## config.mk

```make
export PLATFORM = sky130hd
export DESIGN_NAME = mem_port_arbiter
export DESIGN_NICKNAME = d
export VERILOG_FILES = /design/src/rtl/mem_port_arbiter.sv
export SDC_FILE = /design/constraint.sdc
export NUM_CORES = 1
export LEC_CHECK = 0
export CAP_MARGIN = 20
export CORE_AREA = 2 2 332 334
export CTS_CLUSTER_DIAMETER = 60
export DETAILED_ROUTE_END_ITERATION = 7
export DIE_AREA = 0 0 334 336
export DONT_BUFFER_PORTS = 1
export PLACE_DENSITY = 0.3
export SYNTH_ARGS = -nofsm -noshare
export SYNTH_HDL_FRONTEND = slang
export SYNTH_SLANG_ARGS = --single-unit
```

## constraint.sdc

```tcl
create_clock -name clk -period 39 [get_ports clk]
set_input_delay 7.8 -clock clk [delete_from_list [all_inputs] [get_ports clk]]
set_output_delay 7.8 -clock clk [all_outputs]
set_load 0.05 [all_outputs]
```

## src/rtl/mem_port_arbiter.sv

```systemverilog
// Round-robin arbiter sharing one block memory port between the I-cache and D-cache.
// One transaction in flight at a time. All memory-side and requester-side outputs are registered.
//   state  | meaning
//   IDLE   | sample requests, grant one on the next edge
//   BUSY_I | I transaction presented to memory, waiting for mem_ready
//   BUSY_D | D transaction presented to memory, waiting for mem_ready
//   DONE   | ready pulse to the finished requester, requests ignored
module mem_port_arbiter #(
    parameter int ADDR_W = 28,
    parameter int DATA_W = 128
) (
    input  logic              clk,
    input  logic              proc_reset,
    input  logic              i_read,
    input  logic              i_write,
    input  logic [ADDR_W-1:0] i_addr,
    input  logic [DATA_W-1:0] i_wdata,
    output logic [DATA_W-1:0] i_rdata,
    output logic              i_ready,
    input  logic              d_read,
    input  logic              d_write,
    input  logic [ADDR_W-1:0] d_addr,
    input  logic [DATA_W-1:0] d_wdata,
    output logic [DATA_W-1:0] d_rdata,
    output logic              d_ready,
    output logic              mem_read,
    output logic              mem_write,
    output logic [ADDR_W-1:0] mem_addr,
    output logic [DATA_W-1:0] mem_wdata,
    input  logic [DATA_W-1:0] mem_rdata,
    input  logic              mem_ready,
    output logic [1:0]        grant
);
    typedef enum logic [1:0] {IDLE = 2'd0, BUSY_I = 2'd1, BUSY_D = 2'd2, DONE = 2'd3} state_t;

    state_t            state_q, state_d;
    logic              last_d_q, last_d_d;
    logic              mem_read_q, mem_read_d;
    logic              mem_write_q, mem_write_d;
    logic [ADDR_W-1:0] mem_addr_q, mem_addr_d;
    logic [DATA_W-1:0] mem_wdata_q, mem_wdata_d;
    logic [DATA_W-1:0] i_rdata_q, i_rdata_d;
    logic [DATA_W-1:0] d_rdata_q, d_rdata_d;
    logic              i_ready_q, i_ready_d;
    logic              d_ready_q, d_ready_d;
    logic [1:0]        grant_q, grant_d;

    logic i_act, d_act, pick_i, pick_d;

    assign i_act  = i_read | i_write;
    assign d_act  = d_read | d_write;
    // On a tie the side that did not own the port last time wins.
    assign pick_i = i_act & (~d_act | last_d_q);
    assign pick_d = d_act & (~i_act | ~last_d_q);

    always_ff @(posedge clk or posedge proc_reset) begin
        if (proc_reset) begin
            state_q     <= IDLE;
            last_d_q    <= 1'b1;
            mem_read_q  <= 1'b0;
            mem_write_q <= 1'b0;
            mem_addr_q  <= '0;
            mem_wdata_q <= '0;
            i_rdata_q   <= '0;
            d_rdata_q   <= '0;
            i_ready_q   <= 1'b0;
            d_ready_q   <= 1'b0;
            grant_q     <= 2'b00;
        end else begin
            state_q     <= state_d;
            last_d_q    <= last_d_d;
            mem_read_q  <= mem_read_d;
            mem_write_q <= mem_write_d;
            mem_addr_q  <= mem_addr_d;
            mem_wdata_q <= mem_wdata_d;
            i_rdata_q   <= i_rdata_d;
            d_rdata_q   <= d_rdata_d;
            i_ready_q   <= i_ready_d;
            d_ready_q   <= d_ready_d;
            grant_q     <= grant_d;
        end
    end

    always_comb begin
        state_d = state_q;
        case (state_q)
            IDLE: begin
                if (pick_i)      state_d = BUSY_I;
                else if (pick_d) state_d = BUSY_D;
            end
            BUSY_I, BUSY_D: begin
                if (mem_ready) state_d = DONE;
            end
            default: state_d = IDLE;
        endcase
    end

    always_comb begin
        last_d_d    = last_d_q;
        mem_read_d  = mem_read_q;
        mem_write_d = mem_write_q;
        mem_addr_d  = mem_addr_q;
        mem_wdata_d = mem_wdata_q;
        i_rdata_d   = i_rdata_q;
        d_rdata_d   = d_rdata_q;
        i_ready_d   = 1'b0;
        d_ready_d   = 1'b0;
        grant_d     = grant_q;
        case (state_q)
            IDLE: begin
                if (pick_i) begin
                    mem_addr_d  = i_addr;
                    mem_wdata_d = i_wdata;
                    mem_write_d = i_write;
                    mem_read_d  = i_read & ~i_write;
                    grant_d     = 2'b01;
                    last_d_d    = 1'b0;
                end else if (pick_d) begin
                    mem_addr_d  = d_addr;
                    mem_wdata_d = d_wdata;
                    mem_write_d = d_write;
                    mem_read_d  = d_read & ~d_write;
                    grant_d     = 2'b10;
                    last_d_d    = 1'b1;
                end
            end
            BUSY_I: begin
                if (mem_ready) begin
                    if (mem_read_q) i_rdata_d = mem_rdata;
                    mem_read_d  = 1'b0;
                    mem_write_d = 1'b0;
                    i_ready_d   = 1'b1;
                    grant_d     = 2'b00;
                end
            end
            BUSY_D: begin
                if (mem_ready) begin
                    if (mem_read_q) d_rdata_d = mem_rdata;
                    mem_read_d  = 1'b0;
                    mem_write_d = 1'b0;
                    d_ready_d   = 1'b1;
                    grant_d     = 2'b00;
                end
            end
            default: ;
        endcase
    end

    assign mem_read  = mem_read_q;
    assign mem_write = mem_write_q;
    assign mem_addr  = mem_addr_q;
    assign mem_wdata = mem_wdata_q;
    assign i_rdata   = i_rdata_q;
    assign d_rdata   = d_rdata_q;
    assign i_ready   = i_ready_q;
    assign d_ready   = d_ready_q;
    assign grant     = grant_q;
endmodule
```

==> metrics.md <==
| Metric | Value |
|---|---|
| Status | finished, final reports clean |
| Post-synthesis sequential area ratio | 60.06% |
| Clock tree root buffer cell | clkbuf_16 |
| Count of different cell masters after synthesis | 36 |
| Final clock skew | 0.01432 ns |
| Max Clk Rate | 0.1008 GHz |
| Vias/cell | 4.237 |
| Cell taking the most area after synthesis | dfrtp_1 |
| Initial antenna violation count | 10 |
| IO Pins | 865 |
| Top-area cell type share of the netlist area | 59.91% |
| CTS tree | built |
| Hold buffer count at CTS | 0 |
| Hold Path Class | reg2reg |
| WP data required | 39.55 ns |
| Post-Place Setup Slack | 28.55 ns |
| Final ANT Viol Nets | 0 |
| Clock Latency Late Sink | 0.64 ns |
| Tmin final | 9.917 ns |
| DRT Wirelength | 70370 µm |
| Ys flop type | dfrtp_1 |
| Die W | 334 µm |
| Placed Cells | 2788 |
| Final HPWL from detailed placement | 49880 µm |
| Via count | 12280 |
| Top-count cell post-synth | dfrtp_1 |
| # clock sinks | 421 |
| Residual DRC | 0 |
| Placer Congestion | 0.7819 |
| Post-synth EDFFs | 0 |
| Worst-case clock buffer depth | 3 |
| Largest net degree at the start of global routing | 100 |
| Endpoint class of the critical path | flop |
| Worst Max-Slew Pin Slew | 1.130 ns |
| Final nets | 1885 |
| Total CTS buffers | 58 |
| Slew headroom | 24.66% |
| Synthesized Nets | 1941 |
| Port Buffers | 0 |
| Slew Viols, Final | 0 |
| Total Neg Setup Slack | 0 ns |
| FF-to-FF path depth | 7 |
| Grt ovf | 0 |
| Layout Cells excl Fill | 2899 |
| Yosys warning count | 0 |
| Top cells by area, synth | dfrtp_1, mux2_2, a31oi_1, a21oi_1, o21ai_0 |
| Worst setup margin | 29.08 ns |
| Synthesized flop and latch total | 421 |
| Final Hold Viols | 0 |
| Share of layout cells above drive strength 1 | 25.76% |
| Quantity of gates resized following cts | 0 |
| Setup CP Type | in2reg |
| Starting DRT DRC Count | 632 |
| Reg clk slew, reported paths | 0.06 ns |
| Post-Synthesis Cells | 1490 |
| Max Cap Violations | 0 |
| Initial Utilization | 16.18% |
| Worst EP arrival | 10.47 ns |
| Post-route clock period utilization | 25.43% |
| Die outline height | 336 µm |
| Area growth syn-to-layout | 18.74% |
| CP Launch Type | primary input |
| Post-CTS setup buffer count | 0 |
| Hold depth | 2 |
| Async SR Flop Fraction | 100.0% |
| Mapped cell area | 17540 µm² |
| RSZ-0062 raised after global routing | no |
| Commonest cells in the netlist | dfrtp_1, mux2_2, nor2_1 |
| All-Layer GR Usage | 11.85% |
| Crit-path max FO | 81 |
| Util after Layout | 19.21% |
| Core Box Area | 108400 µm² |
| H-tree depth | 2 |
| Final setup fails | 0 |
| Die area | 112200 µm² |
| 1st-pass router iterations | 6 |
| Avg Inst Size Synth | 11.77 µm² |
| WL/cell | 24.27 µm |
| First-pass GRT wire length | 98850 µm |
| Vias in the first global route | 12870 |
| Cell row count | 121 |
[layout by cell type (no fill, tap or decap), drive strengths merged]
cell type,n
dfrtp,420
mux2,256
nor2,160
a31oi,157
o21ai,156
a21oi,156
clkbuf,78
buf,20
inv,17
clkinv,12
diode,6
nand2,6
ha,4
and2,3
a22o,3
bufinv,3
a221o,2
or3b,2
nor2b,2
o211ai,2
and3,2
clkinvlp,2
nor4,2
o21ba,1
or2,1
o21bai,1
o41ai,1
o41a,1
a22oi,1
a21boi,1
nand2b,1
o311ai,1
nor3,1
a211oi,1
o221ai,1
or4,1
dfstp,1
[cells by family after synthesis]
logic type      after synthesis  synth area share, %
compound gates              485                15.40
flops                       421                60.06
mux                         256                16.43
simple gates                181                4.201
buf+inv                     143                3.616
fa+ha+maj                     4               0.2853
[registers in the layout, summed over array words and instances (netlist names)]
register / count
d_rdata: 128
mem_wdata: 128
i_ready: 1
i_rdata: 128
last_d_q: 1
state_q: 2
mem_write: 1
grant: 2
mem_addr: 28
d_ready: 1
mem_read: 1
[worst paths after layout]
path,to,slack [ns],startpoint
setup / recovery,mem_wdata[34]$_DFFE_PP0P_,29.08,i_write
hold / removal,last_d_q$_DFFE_PP1P_,0.54,last_d_q$_DFFE_PP1P_
setup reg to reg,mem_wdata[81]$_DFFE_PP0P_,35.59,state_q[0]$_DFFE_PP0P_
hold reg to reg,last_d_q$_DFFE_PP1P_,0.54,last_d_q$_DFFE_PP1P_
max in group asynchronous,mem_wdata[18]$_DFFE_PP0P_,29.77,proc_reset
min in group asynchronous,d_rdata[79]$_DFFE_PP0P_,7.14,proc_reset
[layer usage]
layer	vias up	wire length, µm	GRT usage, %
li1	5280	-	-
met1	6246	25170	13.01
met2	643	35160	20.16
met3	107	8156	5.663
met4	8	1822	3.709
met5	-	58	0
[critical path, stage by stage]
cell and delay (ns):
o41ai_4 0.41, buf_4 0.79, buf_4 0.82, a31oi_1 0.18
a21oi_1 0.21
[cell type report]
type | instances | area (µm²)
clock buffer | 78 | 1597
fill | 11770 | 87570
tap | 1414 | 1769
antenna | 6 | 15.01
inverter | 7 | 33.78
multi-input combinational | 926 | 6415
sequential | 421 | 10540
clock inverter | 27 | 300.3
timing repair buffer | 20 | 162.7
[through the flow]
step | area (µm²) | hold WS, ns
3_3_place_gp | 18920 | 0.5338
6_report | 20830 | 0.5389
5_1_grt | 20830 | 0.6028
4_1_cts | 20810 | 0.5393
3_5_place_dp | 18920 | 0.5327
2_1_floorplan | 17540 | 0.5005
Power is not shown: default switching activity piles up to over one toggle a cycle in this logic, so the estimate is an artifact.
